==> config.mk <==
export PLATFORM = sky130hd
export DESIGN_NAME = instruction_fetch_stage
export DESIGN_NICKNAME = d
export VERILOG_FILES = /design/src/rtl/instruction_fetch_stage.sv
export SDC_FILE = /design/constraint.sdc
export NUM_CORES = 1
export LEC_CHECK = 0
export BUFFER_PORTS_ARGS = -buffer_cell sky130_fd_sc_hd__buf_4
export CAP_MARGIN = 25
export CORE_UTILIZATION = 40
export DETAILED_ROUTE_END_ITERATION = 8
export GPL_ROUTABILITY_DRIVEN = 0
export PLACE_DENSITY = 0.72
export SYNTH_ARGS = -nofsm -noshare
export SYNTH_HDL_FRONTEND = slang
export SYNTH_SLANG_ARGS = --single-unit
==> constraint.sdc <==
create_clock -name clk -period 5.8 [get_ports clk]
set_input_delay 0.87 -clock clk [delete_from_list [all_inputs] [get_ports clk]]
set_output_delay 0.87 -clock clk [all_outputs]
set_load 0.02 [all_outputs]
==> src/rtl/instruction_fetch_stage.sv <==
`default_nettype none
// ============================================================================
// Module      : instruction_fetch_stage
// Description : IF stage of an RV32IM 5-stage pipeline. Owns the program
//               counter, presents it to a combinational instruction memory
//               and registers the returned word into the IF/ID pipeline
//               register. Handles hazard-unit stall/flush, EX-stage redirect
//               and a sticky fetch fault for misaligned or out-of-range PCs.
//
// Ports:
//   clk               in   rising-edge clock
//   reset_n           in   asynchronous active-low reset
//   stall             in   hold PC and IF/ID contents
//   flush             in   load a bubble into IF/ID
//   branch_taken      in   EX-stage redirect request
//   branch_target     in   redirect PC
//   imem_address      out  instruction memory address (always equals PC)
//   imem_instruction  in   instruction word for imem_address (combinational)
//   ifid_pc           out  PC of the registered instruction
//   ifid_pc_plus4     out  ifid_pc + 4 (link value for JAL/JALR)
//   ifid_instruction  out  registered instruction
//   ifid_valid        out  1 = real instruction, 0 = bubble
//   fetch_fault       out  sticky fetch-fault flag
//   fault_addr        out  PC that raised the fault
//
// Revision    : 1.0 - initial release
// ============================================================================

module instruction_fetch_stage #(
    parameter logic [31:0] RESET_PC       = 32'h0000_0000,
    parameter logic [31:0] NOP_INSTR      = 32'h0000_0013,
    parameter int unsigned MEM_SIZE_BYTES = 1024
) (
    input  logic        clk,
    input  logic        reset_n,
    input  logic        stall,
    input  logic        flush,
    input  logic        branch_taken,
    input  logic [31:0] branch_target,
    output logic [31:0] imem_address,
    input  logic [31:0] imem_instruction,
    output logic [31:0] ifid_pc,
    output logic [31:0] ifid_pc_plus4,
    output logic [31:0] ifid_instruction,
    output logic        ifid_valid,
    output logic        fetch_fault,
    output logic [31:0] fault_addr
);

    // Highest PC from which a full 32-bit word can still be fetched.
    localparam logic [31:0] C_MAX_PC = 32'(MEM_SIZE_BYTES - 4);

    typedef enum logic [1:0] {
        ST_BOOT  = 2'd0,
        ST_RUN   = 2'd1,
        ST_FAULT = 2'd2
    } state_t;

    state_t      r_state;
    logic [31:0] r_pc;
    logic [31:0] r_ifid_pc;
    logic [31:0] r_ifid_pc_plus4;
    logic [31:0] r_ifid_instruction;
    logic        r_ifid_valid;
    logic        r_fetch_fault;
    logic [31:0] r_fault_addr;

    logic [31:0] w_pc_plus4;
    logic        w_pc_illegal;

    // PC + 4 wraps modulo 2^32; a wrapped PC is caught by the legality check
    // on the cycle it becomes the current PC.
    assign w_pc_plus4   = r_pc + 32'd4;
    assign w_pc_illegal = (r_pc[1:0] != 2'b00) || (r_pc > C_MAX_PC);

    always_ff @(posedge clk or negedge reset_n) begin
        if (!reset_n) begin
            r_state            <= ST_BOOT;
            r_pc               <= RESET_PC;
            r_ifid_pc          <= 32'd0;
            r_ifid_pc_plus4    <= 32'd0;
            r_ifid_instruction <= NOP_INSTR;
            r_ifid_valid       <= 1'b0;
            r_fetch_fault      <= 1'b0;
            r_fault_addr       <= 32'd0;
        end else begin
            case (r_state)
                // First cycle out of reset: give memory a cycle with the reset
                // PC already presented before anything is registered.
                ST_BOOT: begin
                    r_ifid_instruction <= NOP_INSTR;
                    r_ifid_valid       <= 1'b0;
                    r_state            <= ST_RUN;
                end

                ST_RUN: begin
                    if (w_pc_illegal) begin
                        // The fault check on the current PC dominates every
                        // hazard and redirect input in this cycle.
                        r_ifid_instruction <= NOP_INSTR;
                        r_ifid_valid       <= 1'b0;
                        r_fault_addr       <= r_pc;
                        r_fetch_fault      <= 1'b1;
                        r_state            <= ST_FAULT;
                    end else if (branch_taken) begin
                        // Redirect wins over a stall: the stalled instruction
                        // is on the wrong path anyway.
                        r_pc               <= branch_target;
                        r_ifid_instruction <= NOP_INSTR;
                        r_ifid_valid       <= 1'b0;
                    end else if (stall) begin
                        if (flush) begin
                            r_ifid_instruction <= NOP_INSTR;
                            r_ifid_valid       <= 1'b0;
                        end
                    end else if (flush) begin
                        r_pc               <= w_pc_plus4;
                        r_ifid_instruction <= NOP_INSTR;
                        r_ifid_valid       <= 1'b0;
                    end else begin
                        r_pc               <= w_pc_plus4;
                        r_ifid_pc          <= r_pc;
                        r_ifid_pc_plus4    <= w_pc_plus4;
                        r_ifid_instruction <= imem_instruction;
                        r_ifid_valid       <= 1'b1;
                    end
                end

                ST_FAULT: begin
                    // Terminal until reset; keep feeding bubbles downstream.
                    r_ifid_instruction <= NOP_INSTR;
                    r_ifid_valid       <= 1'b0;
                end

                default: begin
                    r_state            <= ST_FAULT;
                    r_ifid_instruction <= NOP_INSTR;
                    r_ifid_valid       <= 1'b0;
                end
            endcase
        end
    end

    assign imem_address     = r_pc;
    assign ifid_pc          = r_ifid_pc;
    assign ifid_pc_plus4    = r_ifid_pc_plus4;
    assign ifid_instruction = r_ifid_instruction;
    assign ifid_valid       = r_ifid_valid;
    assign fetch_fault      = r_fetch_fault;
    assign fault_addr       = r_fault_addr;

endmodule

`default_nettype wire

Word level (Yosys, flattened, before mapping)
Index checks and enable logic that the tools add are counted.
- $add $sub $neg: 1
- order comparisons: 1
- equality and inequality tests: 5
- muxes and demuxes: 16
- bitwise operators: 5
- reduce and logical (&&, ||, !) cells: 7
- operators with widths (kind ; number):
    two-way mux 32 bit ; 8
    adder 32 x 3 -> 32 bit (second input constant) ; 1
    greater-than comparator 32 x 10 -> 1 bit (second input constant) ; 1
    two-way mux 1 bit ; 6
    case mux 2 bit (3 select lines) ; 1
    inequality test 5 bit (second input constant) ; 1
    NOT 1 bit ; 5
    AND reduction 5 bit ; 1
    AND reduction 2 bit ; 2
    AND reduction 3 bit ; 1
    == test 2 x 1 -> 1 bit (second input constant) ; 1
    == test 2 bit (second input constant) ; 1
    zero test 2 bit ; 1
    two-way mux 2 bit ; 1
    inequality test 2 x 1 -> 1 bit (second input constant) ; 1
    inequality test 2 bit (second input constant) ; 1
    nonzero test 2 bit ; 1
    logical OR 1 bit ; 1
- register bits: 164
- input bits: 69
- output and inout port bits: 162
- logic and storage cells: 43

Depth between registers and ports, before layout
- depth after elaboration: 5
- gate-level depth with buffers: 6
- mapped depth without buffers: 5

Worst setup path after synthesis
No wires, ideal clock.
- path kind: input port to flip-flop
- start point: input port branch_taken
- end point: register r_ifid_pc[2] (netlist: ifid_pc[2])
- data arrival time: 2085 ps
- required time: 5675 ps
- slack: 3590 ps
- stages: 5
- path buffers: 2
- cell sequence: clkbuf_1 -> nor3_1 -> nand4_4 -> buf_6 -> mux2_4
- longest elaborated chain between the ends: 2
- ends and longest elaborated chain (element ; line ; RTL):
    start, declared ; 38 ; input logic branch_taken,
    NOT 1 bit (no line) ; n/a ;
    AND reduction 5 bit (no line) ; n/a ;
    end signal, assigned ; 122 ; r_ifid_pc <= r_pc;
    end, declared ; 61 ; logic [31:0] r_ifid_pc;
Every way passes these cells.
A chain may end at the register's enable or synchronous reset.

Worst setup path in the final report
- start point: register r_pc[17] (netlist: imem_address[17])
- end point: register r_ifid_pc[4] (netlist: ifid_pc[4])
- longest elaborated chain between the ends: 4
- ends and longest elaborated chain (element ; line ; RTL):
    start, declared ; 60 ; logic [31:0] r_pc;
    start signal, assigned ; 108 ; r_pc <= branch_target;
    start signal, assigned ; 117 ; r_pc <= w_pc_plus4;
    start signal, assigned ; 121 ; r_pc <= w_pc_plus4;
    greater-than comparator 32 x 10 -> 1 bit ; 74 ; assign w_pc_illegal = (r_pc[1:0] != 2'b00) || (r_pc > C_MAX_PC);
    logical OR 1 bit ; 74 ;
    NOT 1 bit (no line) ; n/a ;
    AND reduction 5 bit (no line) ; n/a ;
Every way passes these cells.

==> impl_results.md <==
* Vias per inst at slightly below 5
* Starting Density at 0.409
* Layout Nets at 775
* Setup-failing EPs final at 0
* Total power density per cell area at about 270 nW/µm²
* Post-Syn Area at about 6500 µm²
* Via count at 4554
* Worst-Skew Late Latency at 0.42 ns
* Syn Nets at around 550
* Status: finished clean
* Layout fillers at 1347
* Core Area at roughly 16000 µm²
* Largest net degree at the start of global routing at ~110
* WL met2 at between 7000 and 8000 µm
* Top Metal Used: met4
* Worst Max-Slew Pin Slew at ~0.92 ns
* CTS tree: yes
* First-pass GRT wire length at between 20000 and 25000 µm
* Root Driver: clkbuf_16
* Critical Path AT at around 3.0 ns
* Slowest stage delay, CP at around 0.73 ns
* Synth async-reset ratio at 1.00
* Leak at roughly 4.8 nW
* Routed WL at about 16000 µm
* Fmax at 0.371 GHz
* Kind of critical path: reg -> reg
* GRT Overall Usage at 0.192
* Clk_skew at approximately 0.0074 ns
* Maximum VDD drop at about 0.18 mV
* Remaining DRCs at 0
* Seq/Total Area, Yosys at 0.624
* Critical-path cell list: nor4_2 > and4_1 > nand4_4 > mux2_4
* Post-synth EDFFs at 0
* Wl on met1 at about 6700 µm
* DR pass1 iterations at 4
* Max Cap Viol at 0
* Reg clk slew, reported paths at 0.06 ns
* Primary FF master, synth: dfrtp_1
* Setup_tns at 0 ns
* Final Power at 2.41 mW
* Synth Register Bits at around 160
* Number of post-CTS setup repair buffers at 0
* Final worst path period share at 0.465
* Top-area cell type share of the netlist area at 0.612
* Post-CTS sizing at 0
* DIE WIDTH at between 100 and 150 µm
* CP Buf/Inv Count at 0
* Cell Rows at 46
* Final Slew Violations at 0
* Vias in the first global route at roughly 4700
* Yosys warns at 0
* Hpwl dp at about 11000 µm
* Initial antenna violation count at 0
* Hold Buf Count CTS at 0
* Syn avg cell area at around 13 µm²
* Die Y at between 100 and 150 µm
* Top cell family by delay on the critical path: simple AND/OR/NAND/NOR gates
* Met3 WL post-DR at between 1000 and 1500 µm
* HP Class: in -> async
* Tmin final at around 2.7 ns
* Crit path max fanout at between 60 and 70
* Critical Path Start Type: flip-flop
* RSZ-0062 raised after global routing: no
* Clock Sink Count at between 150 and 200
* Yosys cell types at just over 50
* Ant diodes at 0
* Final Hold Violating Endpoints at 0
* Ratio of cells with drive above 1 in the final layout at 0.424
* Initial DRC count at around 220
* Syn-to-layout area delta at 38.5%
* Clock Path Buffers at 2
* Critical path required time at between 6 and 7 ns
* Ranking of synthesized cells by area: dfrtp_1, mux2_1, mux2i_1
* PortBufs at 230
* Post-synth top area cell: dfrtp_1
* Total grt overflow at 0
* WL/cell at around 17 µm
* Rel. slew slack at 0.382
* Critical-path top delay cell: nand4_4
* Endpoint class of the critical path: flip-flop
* Total die area at ~17000 µm²
* # IOs at around 230
* Multi-input combinational cell area at 2260 µm²
* Inserted Clock Buffers at 17
* H-tree depth at 4
* Remaining antenna violation count at 0
* FF+latch area at 4060 µm²
* Post-Syn Instances at roughly 480
==> per-layer routing <==
layer  up-vias  GRT usage
li1       2123          -
met4         0     0.0759
met5         -          0
met1      2234      0.244
met3        29     0.0615
met2       168      0.306
==> cells in the mapped netlist, types with 6 or more instances <==
| library cell | number |
|---|---|
| nand2_1 | 6 |
| o21bai_2 | 6 |
| a21oi_1 | 9 |
| mux2_4 | 14 |
| buf_4 | 7 |
| nor4_2 | 6 |
| inv_1 | 6 |
| nor2_1 | 39 |
| clkbuf_1 | 18 |
| mux2_1 | 29 |
| a21o_1 | 15 |
| mux2i_1 | 31 |
| dfrtp_1 | 159 |
| o31ai_1 | 7 |
| and2_1 | 47 |
==> report_power, final <==
part           switching [mW]  internal, mW  leakage [nW]  total, mW
combinational          0.0698        0.0624          2.33      0.132
clock                   0.435         0.695         0.278       1.13
sequential             0.0105          1.14          2.19       1.15
total                   0.515          1.90          4.80       2.41
==> kinds of logic (layout without fill, tap and decap cells) <==
family / count (synthesis) / after routing / share of synthesized area
xor+xnor: 7 / 7 / 0.00943
flops: 162 / 162 / 0.624
buf+inv: 38 / 269 / 0.0298
fa+ha+maj: 1 / 1 / 0.00192
mux: 79 / 79 / 0.139
simple gates: 131 / 131 / 0.120
compound gates: 66 / 66 / 0.0760
==> metrics by stage <==
stage                     cells  utilization  cell area, µm²  setup slack (ns)  hold WS [ns]
after floorplan             484            -            6500              3.59         0.436
after global placement      899        0.526            8350              2.63         0.448
after detailed placement    901        0.528            8390              2.71         0.462
after CTS                   930        0.565            8980              3.05         0.481
after global routing        931        0.567            9010              2.93         0.312
final                       931        0.567            9010              3.10         0.310
==> worst paths after layout <==
kind / start / to / slack [ns] / depth (start not counted)
max reg2reg: imem_address[17] / ifid_pc[4] / 3.10 / 4
max in group asynchronous: reset_n / ifid_pc[8] / 4.55 / 2
min: reset_n / fault_addr[15] / 0.31 / 1
min in group clk: r_state[1] / r_state[0] / 0.48 / 1
max: imem_address[17] / ifid_pc[4] / 3.10 / 4
min reg2reg: r_state[1] / r_state[0] / 0.48 / 1
==> final cells by class <==
| class | count | area share |
|---|---|---|
| Timing Repair Buffer | 234 | 0.201 |
| Tap cell | 216 | 0.0300 |
| Inverter | 6 | 0.00250 |
| Clock buffer | 21 | 0.0511 |
| Clock inverter | 8 | 0.0144 |
| Sequential cell | 162 | 0.450 |
| Multi-Input combinational cell | 284 | 0.251 |
==> worst reg2reg max path, delay by kind of cell (launching register included) <==
| family | cells | cell delay (ns) |
|---|---|---|
| muxes | 1 | 0.59 |
| DFF | 1 | 0.44 |
| and+or+nand+nor | 3 | 1.55 |
==> state kept, by name (all words and copies together), names as in the netlist <==
register / count
imem_address: 32
fetch_fault: 1
r_state: 2
ifid_pc_plus4: 30
ifid_valid: 1
ifid_pc: 32
fault_addr: 32
ifid_instruction: 32
==> layout by cell type, fill, tap and decap left out, types with 4 or more instances in the layout <==
cell type    n
mux2_4      14
nand4_1      5
a21oi_1      9
nor2b_1      4
inv_1        6
o21bai_2     6
nor4_2       6
clkbuf_16   17
o31ai_1      7
and2_1      47
nand3_1      5
dfrtp_1    159
nand2_1      6
nor2_1      39
mux2i_1     31
o21ai_1      4
buf_4      230
mux2_2       5
mux2_1      29
xnor2_1      5
a21o_1      15
o21ai_0      5
nor3_1       4
(Power assumes the default switching activity.)
